==> src/rtl/ctrl_pkg.sv <==
// Shared definitions for the pipelined control unit.
// Holds the opcode constants, the 8-bit control bundle layout, the bundle values the
// decoder produces (including the all-zero bubble), the trimmed ID/EX payload and the
// multiply FSM state encoding.
package ctrl_pkg;

  localparam logic [6:0] OpcR      = 7'b0110011;
  localparam logic [6:0] OpcIAlu   = 7'b0010011;
  localparam logic [6:0] OpcLoad   = 7'b0000011;
  localparam logic [6:0] OpcStore  = 7'b0100011;
  localparam logic [6:0] OpcBranch = 7'b1100011;
  localparam logic [6:0] OpcNone   = 7'b0000000;
  localparam logic [6:0] Funct7Mul = 7'b0000001;

  // Bit order {aluop[1:0], alusrc, branch, memread, memwrite, regwrite, memtoreg}.
  typedef struct packed {
    logic [1:0] aluop;
    logic       alusrc;
    logic       branch;
    logic       memread;
    logic       memwrite;
    logic       regwrite;
    logic       memtoreg;
  } ctrl_t;

  localparam ctrl_t CtrlBubble = 8'b00_0_0_0_0_0_0;
  localparam ctrl_t CtrlR      = 8'b10_0_0_0_0_1_0;
  localparam ctrl_t CtrlIAlu   = 8'b11_1_0_0_0_1_0;
  localparam ctrl_t CtrlLoad   = 8'b00_1_0_1_0_1_1;
  localparam ctrl_t CtrlStore  = 8'b00_1_0_0_1_0_0;
  localparam ctrl_t CtrlBranch = 8'b01_0_1_0_0_0_0;

  // ID/EX payload: branch resolves in ID, so only the later-stage fields plus mul travel on.
  typedef struct packed {
    logic [1:0] aluop;
    logic       alusrc;
    logic       mul;
    logic       memread;
    logic       memwrite;
    logic       regwrite;
    logic       memtoreg;
  } idex_t;

  localparam idex_t IdexBubble = '0;

  typedef enum logic {StIdle, StBusy} mul_state_e;

endpackage

==> src/rtl/ctrl_decode.sv <==
// Combinational opcode/funct7 decoder for the ID stage.
// Ports:
//   opcode_i  - instruction bits [6:0]
//   funct7_i  - instruction bits [31:25]
//   ctrl_o    - 8-bit control bundle (bubble for 0000000 and unknown opcodes)
//   mul_o     - R-type multiply (only when CTRL_MUL_EN is defined)
//   illegal_o - unknown opcode, or multiply when CTRL_MUL_EN is undefined
// Configuration macro: CTRL_MUL_EN enables multiply decode.
module ctrl_decode
  import ctrl_pkg::*;
(
  input  logic [6:0] opcode_i,
  input  logic [6:0] funct7_i,
  output ctrl_t      ctrl_o,
  output logic       mul_o,
  output logic       illegal_o
);

  always_comb begin
    ctrl_o    = CtrlBubble;
    mul_o     = 1'b0;
    illegal_o = 1'b0;
    case (opcode_i)
      OpcR: begin
        if (funct7_i == Funct7Mul) begin
`ifdef CTRL_MUL_EN
          ctrl_o = CtrlR;
          mul_o  = 1'b1;
`else
          illegal_o = 1'b1;
`endif
        end else begin
          ctrl_o = CtrlR;
        end
      end
      OpcIAlu:   ctrl_o = CtrlIAlu;
      OpcLoad:   ctrl_o = CtrlLoad;
      OpcStore:  ctrl_o = CtrlStore;
      OpcBranch: ctrl_o = CtrlBranch;
      OpcNone:   ctrl_o = CtrlBubble;
      default:   illegal_o = 1'b1;
    endcase
  end

endmodule

==> src/rtl/ctrl_pipe_unit.sv <==
// Pipelined control unit: decodes the IF/ID instruction, carries control through the
// ID/EX, EX/MEM and MEM/WB registers, detects load-use hazards and sequences multiplies.
// Ports:
//   clk_i, rst_n_i            - clock, asynchronous active-low reset
//   inst_i                    - instruction in IF/ID
//   flush_i                   - taken-branch flush of the ID instruction
//   branch_o                  - ID branch decode, gated by bubble conditions
//   stall_o                   - hold PC and IF/ID
//   ex_ctrl_o                 - {aluop[1:0], alusrc, mul}
//   mem_ctrl_o                - {memread, memwrite}
//   wb_ctrl_o                 - {regwrite, memtoreg}
//   ex_rd_o, mem_rd_o, wb_rd_o - per-stage destination register
//   illegal_o                 - unknown opcode in ID
//   mul_busy_o                - multiply FSM in BUSY
// Configuration macro: CTRL_MUL_EN adds multiply decode, FSM and counter.
module ctrl_pipe_unit
  import ctrl_pkg::*;
#(
  parameter int unsigned REG_AW  = 5,
  parameter int unsigned MUL_LAT = 4
) (
  input  logic              clk_i,
  input  logic              rst_n_i,
  input  logic [31:0]       inst_i,
  input  logic              flush_i,
  output logic              branch_o,
  output logic              stall_o,
  output logic [3:0]        ex_ctrl_o,
  output logic [1:0]        mem_ctrl_o,
  output logic [1:0]        wb_ctrl_o,
  output logic [REG_AW-1:0] ex_rd_o,
  output logic [REG_AW-1:0] mem_rd_o,
  output logic [REG_AW-1:0] wb_rd_o,
  output logic              illegal_o,
  output logic              mul_busy_o
);

  logic [6:0]        opcode;
  logic [REG_AW-1:0] rd, rs1, rs2;
  logic              unused_funct3;

  assign opcode        = inst_i[6:0];
  assign rd            = REG_AW'(inst_i[11:7]);
  assign rs1           = REG_AW'(inst_i[19:15]);
  assign rs2           = REG_AW'(inst_i[24:20]);
  assign unused_funct3 = ^inst_i[14:12];

  ctrl_t dec_ctrl;
  logic  dec_mul, dec_illegal;

  ctrl_decode u_decode (
    .opcode_i  (opcode),
    .funct7_i  (inst_i[31:25]),
    .ctrl_o    (dec_ctrl),
    .mul_o     (dec_mul),
    .illegal_o (dec_illegal)
  );

  idex_t             idex_q, idex_d;
  logic [REG_AW-1:0] ex_rd_q, ex_rd_d, mem_rd_q, mem_rd_d, wb_rd_q, wb_rd_d;
  logic [3:0]        exmem_ctrl_q, exmem_ctrl_d; // {memread, memwrite, regwrite, memtoreg}
  logic [1:0]        memwb_ctrl_q, memwb_ctrl_d; // {regwrite, memtoreg}

  // Load-use hazard against the instruction in EX.
  logic use_rs1, use_rs2, load_use;
  assign use_rs1  = (dec_ctrl != CtrlBubble);
  assign use_rs2  = use_rs1 && (opcode == OpcR || opcode == OpcStore || opcode == OpcBranch);
  assign load_use = idex_q.memread && (ex_rd_q != '0) &&
                    ((use_rs1 && (ex_rd_q == rs1)) || (use_rs2 && (ex_rd_q == rs2)));

  // mul_hold is high in every cycle after which the multiply must still sit in EX: the
  // IDLE cycle that launches it and every BUSY cycle except the last one.
  logic mul_hold, mul_busy;

`ifdef CTRL_MUL_EN
  localparam int unsigned CntW = (MUL_LAT > 1) ? $clog2(MUL_LAT) : 1;

  mul_state_e     state_q;
  logic [CntW-1:0] cnt_q;
  logic           mul_start;

  assign mul_start = (state_q == StIdle) && idex_q.mul && (MUL_LAT > 1);
  assign mul_hold  = mul_start || ((state_q == StBusy) && (cnt_q != CntW'(1)));
  assign mul_busy  = (state_q == StBusy);

  always_ff @(posedge clk_i or negedge rst_n_i) begin
    if (!rst_n_i) begin
      state_q <= StIdle;
      cnt_q   <= '0;
    end else begin
      unique case (state_q)
        StIdle: begin
          if (mul_start) begin
            state_q <= StBusy;
            cnt_q   <= CntW'(MUL_LAT - 1);
          end
        end
        StBusy: begin
          cnt_q <= cnt_q - CntW'(1);
          if (cnt_q == CntW'(1)) state_q <= StIdle;
        end
      endcase
    end
  end
`else
  assign mul_hold = 1'b0;
  assign mul_busy = 1'b0;
`endif

  always_comb begin
    idex_d  = idex_q;
    ex_rd_d = ex_rd_q;
    if (!mul_hold) begin
      if (flush_i || load_use) begin
        idex_d  = IdexBubble;
        ex_rd_d = '0;
      end else begin
        idex_d.aluop    = dec_ctrl.aluop;
        idex_d.alusrc   = dec_ctrl.alusrc;
        idex_d.mul      = dec_mul;
        idex_d.memread  = dec_ctrl.memread;
        idex_d.memwrite = dec_ctrl.memwrite;
        idex_d.regwrite = dec_ctrl.regwrite;
        idex_d.memtoreg = dec_ctrl.memtoreg;
        // Only writers carry a destination; stores/branches reuse those bits as immediate.
        ex_rd_d         = dec_ctrl.regwrite ? rd : '0;
      end
    end

    if (mul_hold) begin
      exmem_ctrl_d = '0;
      mem_rd_d     = '0;
    end else begin
      exmem_ctrl_d = {idex_q.memread, idex_q.memwrite, idex_q.regwrite, idex_q.memtoreg};
      mem_rd_d     = ex_rd_q;
    end

    memwb_ctrl_d = exmem_ctrl_q[1:0];
    wb_rd_d      = mem_rd_q;
  end

  always_ff @(posedge clk_i or negedge rst_n_i) begin
    if (!rst_n_i) begin
      idex_q       <= IdexBubble;
      ex_rd_q      <= '0;
      exmem_ctrl_q <= '0;
      mem_rd_q     <= '0;
      memwb_ctrl_q <= '0;
      wb_rd_q      <= '0;
    end else begin
      idex_q       <= idex_d;
      ex_rd_q      <= ex_rd_d;
      exmem_ctrl_q <= exmem_ctrl_d;
      mem_rd_q     <= mem_rd_d;
      memwb_ctrl_q <= memwb_ctrl_d;
      wb_rd_q      <= wb_rd_d;
    end
  end

  assign branch_o   = dec_ctrl.branch && !flush_i && !load_use && !mul_hold;
  assign stall_o    = mul_hold || load_use;
  assign illegal_o  = dec_illegal;
  assign mul_busy_o = mul_busy;
  assign ex_ctrl_o  = {idex_q.aluop, idex_q.alusrc, idex_q.mul};
  assign mem_ctrl_o = exmem_ctrl_q[3:2];
  assign wb_ctrl_o  = memwb_ctrl_q;
  assign ex_rd_o    = ex_rd_q;
  assign mem_rd_o   = mem_rd_q;
  assign wb_rd_o    = wb_rd_q;

endmodule

==> config.mk <==
export PLATFORM = sky130hd
export DESIGN_NAME = ctrl_pipe_unit
export DESIGN_NICKNAME = d
export VERILOG_FILES = /design/src/rtl/ctrl_pkg.sv /design/src/rtl/ctrl_decode.sv /design/src/rtl/ctrl_pipe_unit.sv
export SDC_FILE = /design/constraint.sdc
export NUM_CORES = 1
export LEC_CHECK = 0
export ABC_AREA = 1
export CORE_AREA = 2 2 72 74
export CTS_CLUSTER_SIZE = 10
export DETAILED_ROUTE_END_ITERATION = 12
export DIE_AREA = 0 0 74 76
export PLACE_DENSITY = 0.59
export SLEW_MARGIN = 20
export SYNTH_ARGS = -nofsm -noshare
export SYNTH_HDL_FRONTEND = slang
export SYNTH_HIERARCHICAL = 1
export SYNTH_SLANG_ARGS = --single-unit
export TNS_END_PERCENT = 100
==> constraint.sdc <==
create_clock -name clk_i -period 2.8 [get_ports clk_i]
set_input_delay 0.42 -clock clk_i [delete_from_list [all_inputs] [get_ports clk_i]]
set_output_delay 0.42 -clock clk_i [all_outputs]
set_load 0.005 [all_outputs]
==> results of run 1 <==
==> critical path: stages <==
cell and delay [ps]:
clkdlybuf4s50_1 440, inv_2 90, nand3_1 80, nor2_2 120
o21ai_2 80, nand2_1 60, inv_1 50, nand4_1 90
nor2_1 50, nor2_1 120, nand2_2 90, inv_1 60
clkdlybuf4s50_1 480
==> logic make-up (layout without fill, tap and decap cells) <==
logic type | Yosys count | in the layout | share of synthesized area (%)
AND/OR/NAND/NOR | 94 | 94 | 30.8
buffers and inverters | 39 | 115 | 13.2
flip-flops | 29 | 29 | 52.8
AO/OA/AOI/OAI | 4 | 4 | 1.46
other | 2 | 2 | 0.546
XOR/XNOR | 2 | 2 | 1.27
==> state kept, by name, summed over array words and instances, names as in the netlist <==
name	count
ex_ctrl_o	4
ex_rd_o	5
exmem_ctrl_d	4
exmem_ctrl_q	4
mem_rd_o	5
wb_ctrl_o	2
wb_rd_o	5
==> cells in the mapped netlist <==
cell type	n	area, sq um
nand2_1	45	169
dfrtp_1	29	726
inv_1	29	109
nor2_1	20	75.1
nor2_2	10	62.6
nand3_1	6	30.0
buf_4	5	37.5
inv_2	4	15.0
nand4_1	4	25.0
nor3_1	4	20.0
conb_1	2	7.51
nand2_2	2	12.5
o21ai_0	2	10.0
a21oi_1	1	5.00
and2_1	1	6.26
buf_12	1	20.0
nand2_4	1	11.3
nor2_4	1	11.3
o21ai_1	1	5.00
xnor2_1	1	8.76
xor2_1	1	8.76
==> timing repair <==
item | CTS | global route
setup endpoints to repair | 2 | 1
resized for setup | 3 | 16
cloned | 0 | 0
pin swaps | 2 | 4
setup buffers | 0 | 0
==> power by group through the flow <==
stage | Sequential [W] | Clock, W | Combinational [W]
2_1_floorplan | 0.000431 | 0 | 0.0000370
3_3_place_gp | 0.000431 | 0 | 0.000111
3_5_place_dp | 0.000431 | 0 | 0.000112
4_1_cts | 0.000423 | 0.000377 | 0.000113
5_1_grt | 0.000423 | 0.000399 | 0.000127
6_report | 0.000423 | 0.000362 | 0.000114
==> stage by stage <==
stage	area [sq um]	setup TNS, ps
detailed placement	2100	-161
floorplan	1380	0
finish	2260	0
CTS	2210	-7.97
global route	2260	0
global placement	2100	-126
==> worst max path at each step <==
| stage | to | slack, ps | cells past startpoint |
|---|---|---|---|
| 3_3_place_gp | stall_o | -70 | 12 |
| 4_1_cts | stall_o | -8 | 14 |
| 3_5_place_dp | stall_o | -90 | 12 |
| 6_report | stall_o | 140 | 13 |
| 2_1_floorplan | branch_o | 860 | 12 |
| 5_1_grt | stall_o | 20 | 13 |
==> metal layers <==
layer,global-route usage [%],vias up
met2,16.6,48
met3,4.76,2
met4,3.27,0
li1,-,643
met1,12.8,509
met5,0,-
==> layout make-up <==
class	count	area (sq um)	share of cell area [%]
clock inverters	1	5.00	0.221
multi-input cells	102	512	22.6
repair buffers	74	712	31.5
inverters	33	124	5.48
clock buffers	7	96.3	4.26
well taps	70	87.6	3.87
flip-flops and latches	29	726	32.1
==> flow_summary.yaml, run 1 <==
power:
  p_per_area_mw_per_mm2: 397
  p_int_w: 0.000708
  p_leak_nw: 1.15
  power.total_w: 0.000899
  switching_share_pct: 21.2
  p_comb_share_pct: 12.7
  ir_worst_vdd_v: 0.000174
  power_frac_seq_pct: 47.1
  p_switching_w: 0.000191
  p_clk_share_pct: 40.2
timing:
  fmax_mhz: 376
  post-route-period-util_pct: 95.0
  drv_slew: 0
  hold_viol: 0
  finalClockSkew_ps: 4.36
  rsz0062_at_grt: "false"
  setup_viol: 0
  hold_slack_ps: 345
  min_period_ps: 2660
  setup_ws_ps: 141
drt:
  drc: 0
  met1_length_microns: 1190
  dr.pass1.iters: 6
  drtIter0Drc: 52
  drt-total-wl_microns: 2800
  vias: 1202
  via_per_inst: 3.80
  dr_wl_met3_microns: 234
  highest_layer: "met4"
  route.met2.wl_microns: 1360
  wire_per_inst_microns: 8.85
  ant_nets: 0
synth:
  seq_area_frac_synth_pct: 52.8
  syn_area_sq_mm: 0.00138
  yosys_warnings: 6
  synth_nets: 205
  synth.distinct_cells: 21
  syn_area_per_cell_sq_um: 8.09
  ys_ff_latch: 29
  synth_cells: 170
hold_path:
  hold_path_depth: 0
  hold_class: "flop to flop"
  hp-start: "exmem_ctrl_d[0]"
  whs_endpoint: "exmem_ctrl_q[0]"
clock_tree:
  clk_root_buffer_cell: "clkbuf_8"
  worstSkewPairLatency_ps: 270
  tritoncts: "yes"
  numCtsBuffers: 5
  clkSinkCount: 29
  h-tree-depth: 2
  clk_pin_slew_ps: 60
  cts.hold.buffers_added: 0
  clock_path_buffers: 2
global_route:
  grt_max_degree: 30
  gr-total-overflow: 0
  antenna_found_initial: 0
  grt.total_usage_pct: 10.5
  grt_pass1_vias: 1123
  grt_pass1_wl_microns: 4610
setup_path:
  reg2reg_to: "ex_ctrl_o[3]"
  end_kind: "output port"
  reg2reg_depth: 11
  r2r_slack_ps: 1340
  critPathMaxFanout: 4
  cp.required_ps: 2380
  cp-startpoint: "inst_i[6]"
  r2r-start: "ex_rd_o[0]"
  crit_arrival_ps: 2240
  critPathLaunchType: "input pin"
  criticalPathCategory: "input pin to output port"
floorplanning:
  die_h_microns: 76
  start_util_pct: 28.0
  dieArea_sq_mm: 0.00562
  num_io_pins: 62
  die_w_microns: 74
  design.core.area_sq_mm: 0.00491
  rows: 26
finish:
  nFillCells: 487
  nNetsFinal: 280
  diodes: 0
  layout-drive-gt1-share_pct: 21.5
  final_common_cell: "clkdlybuf4s50_1"
  area_growth_pct: 64.5
  final_util_pct: 46.1
  mostFrequentLayoutCells: "clkdlybuf4s50_1 (50), nand2_1 (44), dfrtp_1 (29), inv_1 (28)"
  final_cell_count_no_fill: 316
run:
  maxCapViolations: 0
run_status:
  run_status: "finished clean"
place:
  dp_hpwl_microns: 2310
  placed_cells_incl_taps: 308
  portBuffers: 57
  dp_slack_ps: -86.1
  gp_congestion: 0.747
Power figures use the tool's default switching activity.
==> run 2, diff against run 1 <==
--- a/config.mk
+++ b/config.mk
@@ -6,12 +6,14 @@
 export NUM_CORES = 1
 export LEC_CHECK = 0
 export ABC_AREA = 1
+export CAP_MARGIN = 10
 export CORE_AREA = 2 2 72 74
 export CTS_CLUSTER_SIZE = 10
 export DETAILED_ROUTE_END_ITERATION = 12
 export DIE_AREA = 0 0 74 76
 export PLACE_DENSITY = 0.59
-export SLEW_MARGIN = 20
+export SKIP_CTS_REPAIR_TIMING = 1
+export SLEW_MARGIN = 10
 export SYNTH_ARGS = -nofsm -noshare
 export SYNTH_HDL_FRONTEND = slang
 export SYNTH_HIERARCHICAL = 1
==> run 2 against run 1 <==
Clock-buffer cell count did not move; via count decreased by 1.5%; non-clock buffer count unchanged; sequential power about the same; wire length fell by 1.0%; global-route usage unchanged; critical path depth shrank 1; combinational power hardly changed; die area stayed put; critical endpoint unchanged; largest power group unchanged.
==> flow_summary.yaml, run 2 (synthesis results as in run 1) <==
run_status:
  run_status: "finished clean"
timing:
  hold_viol: 0
  finalClockSkew_ps: 4.67
  drv_slew: 0
  post-route-period-util_pct: 99.4
  min_period_ps: 2780
  tns_ps: 0
  setup_viol: 0
  hold_slack_ps: 346
  fmax_mhz: 359
  setup_ws_ps: 16.2
  rsz0062_at_grt: "true"
global_route:
  grt_max_degree: 30
  grt_pass1_vias: 1123
  antenna_found_initial: 0
  grt.total_usage_pct: 10.5
  gr-total-overflow: 0
  grt_pass1_wl_microns: 4610
floorplanning:
  die_h_microns: 76
  design.core.area_sq_mm: 0.00491
  dieArea_sq_mm: 0.00562
  start_util_pct: 28.0
  num_io_pins: 62
  die_w_microns: 74
  rows: 26
drt:
  dr.pass1.iters: 6
  drt-total-wl_microns: 2770
  via_per_inst: 3.75
  ant_nets: 0
  drc: 0
  drtIter0Drc: 42
  wire_per_inst_microns: 8.76
  vias: 1184
place:
  dp_slack_ps: -86.1
  dp_hpwl_microns: 2310
  gp_congestion: 0.747
  portBuffers: 57
setup_path:
  critical_path.max_stage_delay_ps: 490
  slowest_stage: "clkdlybuf4s50_1"
  criticalPathCategory: "input pin to output port"
  path_cells: "clkdlybuf4s50_1, nand2_2, nor2_4, nand2_2, nor3_1, inv_1, nand4_1, nor2_1, nor2_1, nand2_2, inv_1, clkdlybuf4s50_1"
  critPathMaxFanout: 6
  cp.required_ps: 2380
  end_kind: "output port"
  cpMostUsedCell: "nand2_2"
  critPathLaunchType: "input pin"
  crit_arrival_ps: 2360
finish:
  diodes: 0
  final_common_cell: "clkdlybuf4s50_1"
  mostFrequentLayoutCells: "clkdlybuf4s50_1 (56), nand2_1 (44), inv_1 (29), dfrtp_1 (29), nor2_1 (19)"
  nFillCells: 492
  regArea_sq_um: 726
  nNetsFinal: 280
  layout-drive-gt1-share_pct: 18.7
  area_growth_pct: 61.7
  multi_input_area_sq_um: 484
hold_path:
  hold_class: "flop to flop"
power:
  power.total_w: 0.000898
  p_per_area_mw_per_mm2: 404
  ir_worst_vdd_v: 0.000174
  p_leak_nw: 1.10
run:
  maxCapViolations: 0
clock_tree:
  h-tree-depth: 2
  clk_pin_slew_ps: 60
  tritoncts: "yes"
  worstSkewPairLatency_ps: 270
  clock_path_buffers: 2
  numCtsBuffers: 5
  clkSinkCount: 29
  clk_root_buffer_cell: "clkbuf_8"
==> run 2: cell count changes in the layout (fill, tap and decap cells not counted), moves of 2 or more <==
cell             change
clkdlybuf4s50_1      +6
nor2_1               +2
dlymetal6s2s_1       -5
nor2_2               -2
nor3_1               +2
nor3_2               -2
==> run 2: layout make-up <==
cell class,count,area share [%]
repair buffers,74,31.5
flip-flops and latches,29,32.6
multi-input cells,102,21.8
well taps,70,3.94
clock inverters,1,0.225
inverters,33,5.57
clock buffers,7,4.33
==> run 2: worst paths after layout <==
path	end	cells past startpoint	startpoint	slack [ps]
hold / removal	exmem_ctrl_q[0]	0	exmem_ctrl_d[0]	350
hold reg to reg	exmem_ctrl_q[0]	0	exmem_ctrl_d[0]	350
max in group asynchronous	mem_rd_o[0]	2	rst_n_i	2000
setup / recovery	stall_o	12	inst_i[0]	20
min in group asynchronous	exmem_ctrl_q[2]	2	rst_n_i	530
setup reg to reg	ex_ctrl_o[3]	10	ex_rd_o[3]	1340
==> run 2: report_power, final <==
group	internal, W	switching, W	leakage, nW
sequential	0.000422	0.00000120	0.404
combinational	0.0000650	0.0000469	0.644
clock	0.000221	0.000141	0.0542
total	0.000708	0.000189	1.10
==> run 2: critical path, delay by kind of cell <==
family                 cells  cell delay, ps
and+or+nand+nor            8             850
buffers and inverters      4            1100
==> run 2: routing by layer <==
metal	track usage, %	vias up	wire, microns
met5	0	-	0
met4	3.27	0	13
met3	4.76	2	241
met2	16.6	42	1340
met1	12.8	497	1180
li1	-	643	-
==> run 2: per-stage QoR <==
step / utilization, % / instance area (sq um) / cells
after floorplan: - / 1380 / 170
after global placement: 42.8 / 2100 / 308
after detailed placement: 42.8 / 2100 / 308
after CTS: 44.9 / 2200 / 316
after global routing: 45.3 / 2220 / 316
final: 45.3 / 2220 / 316
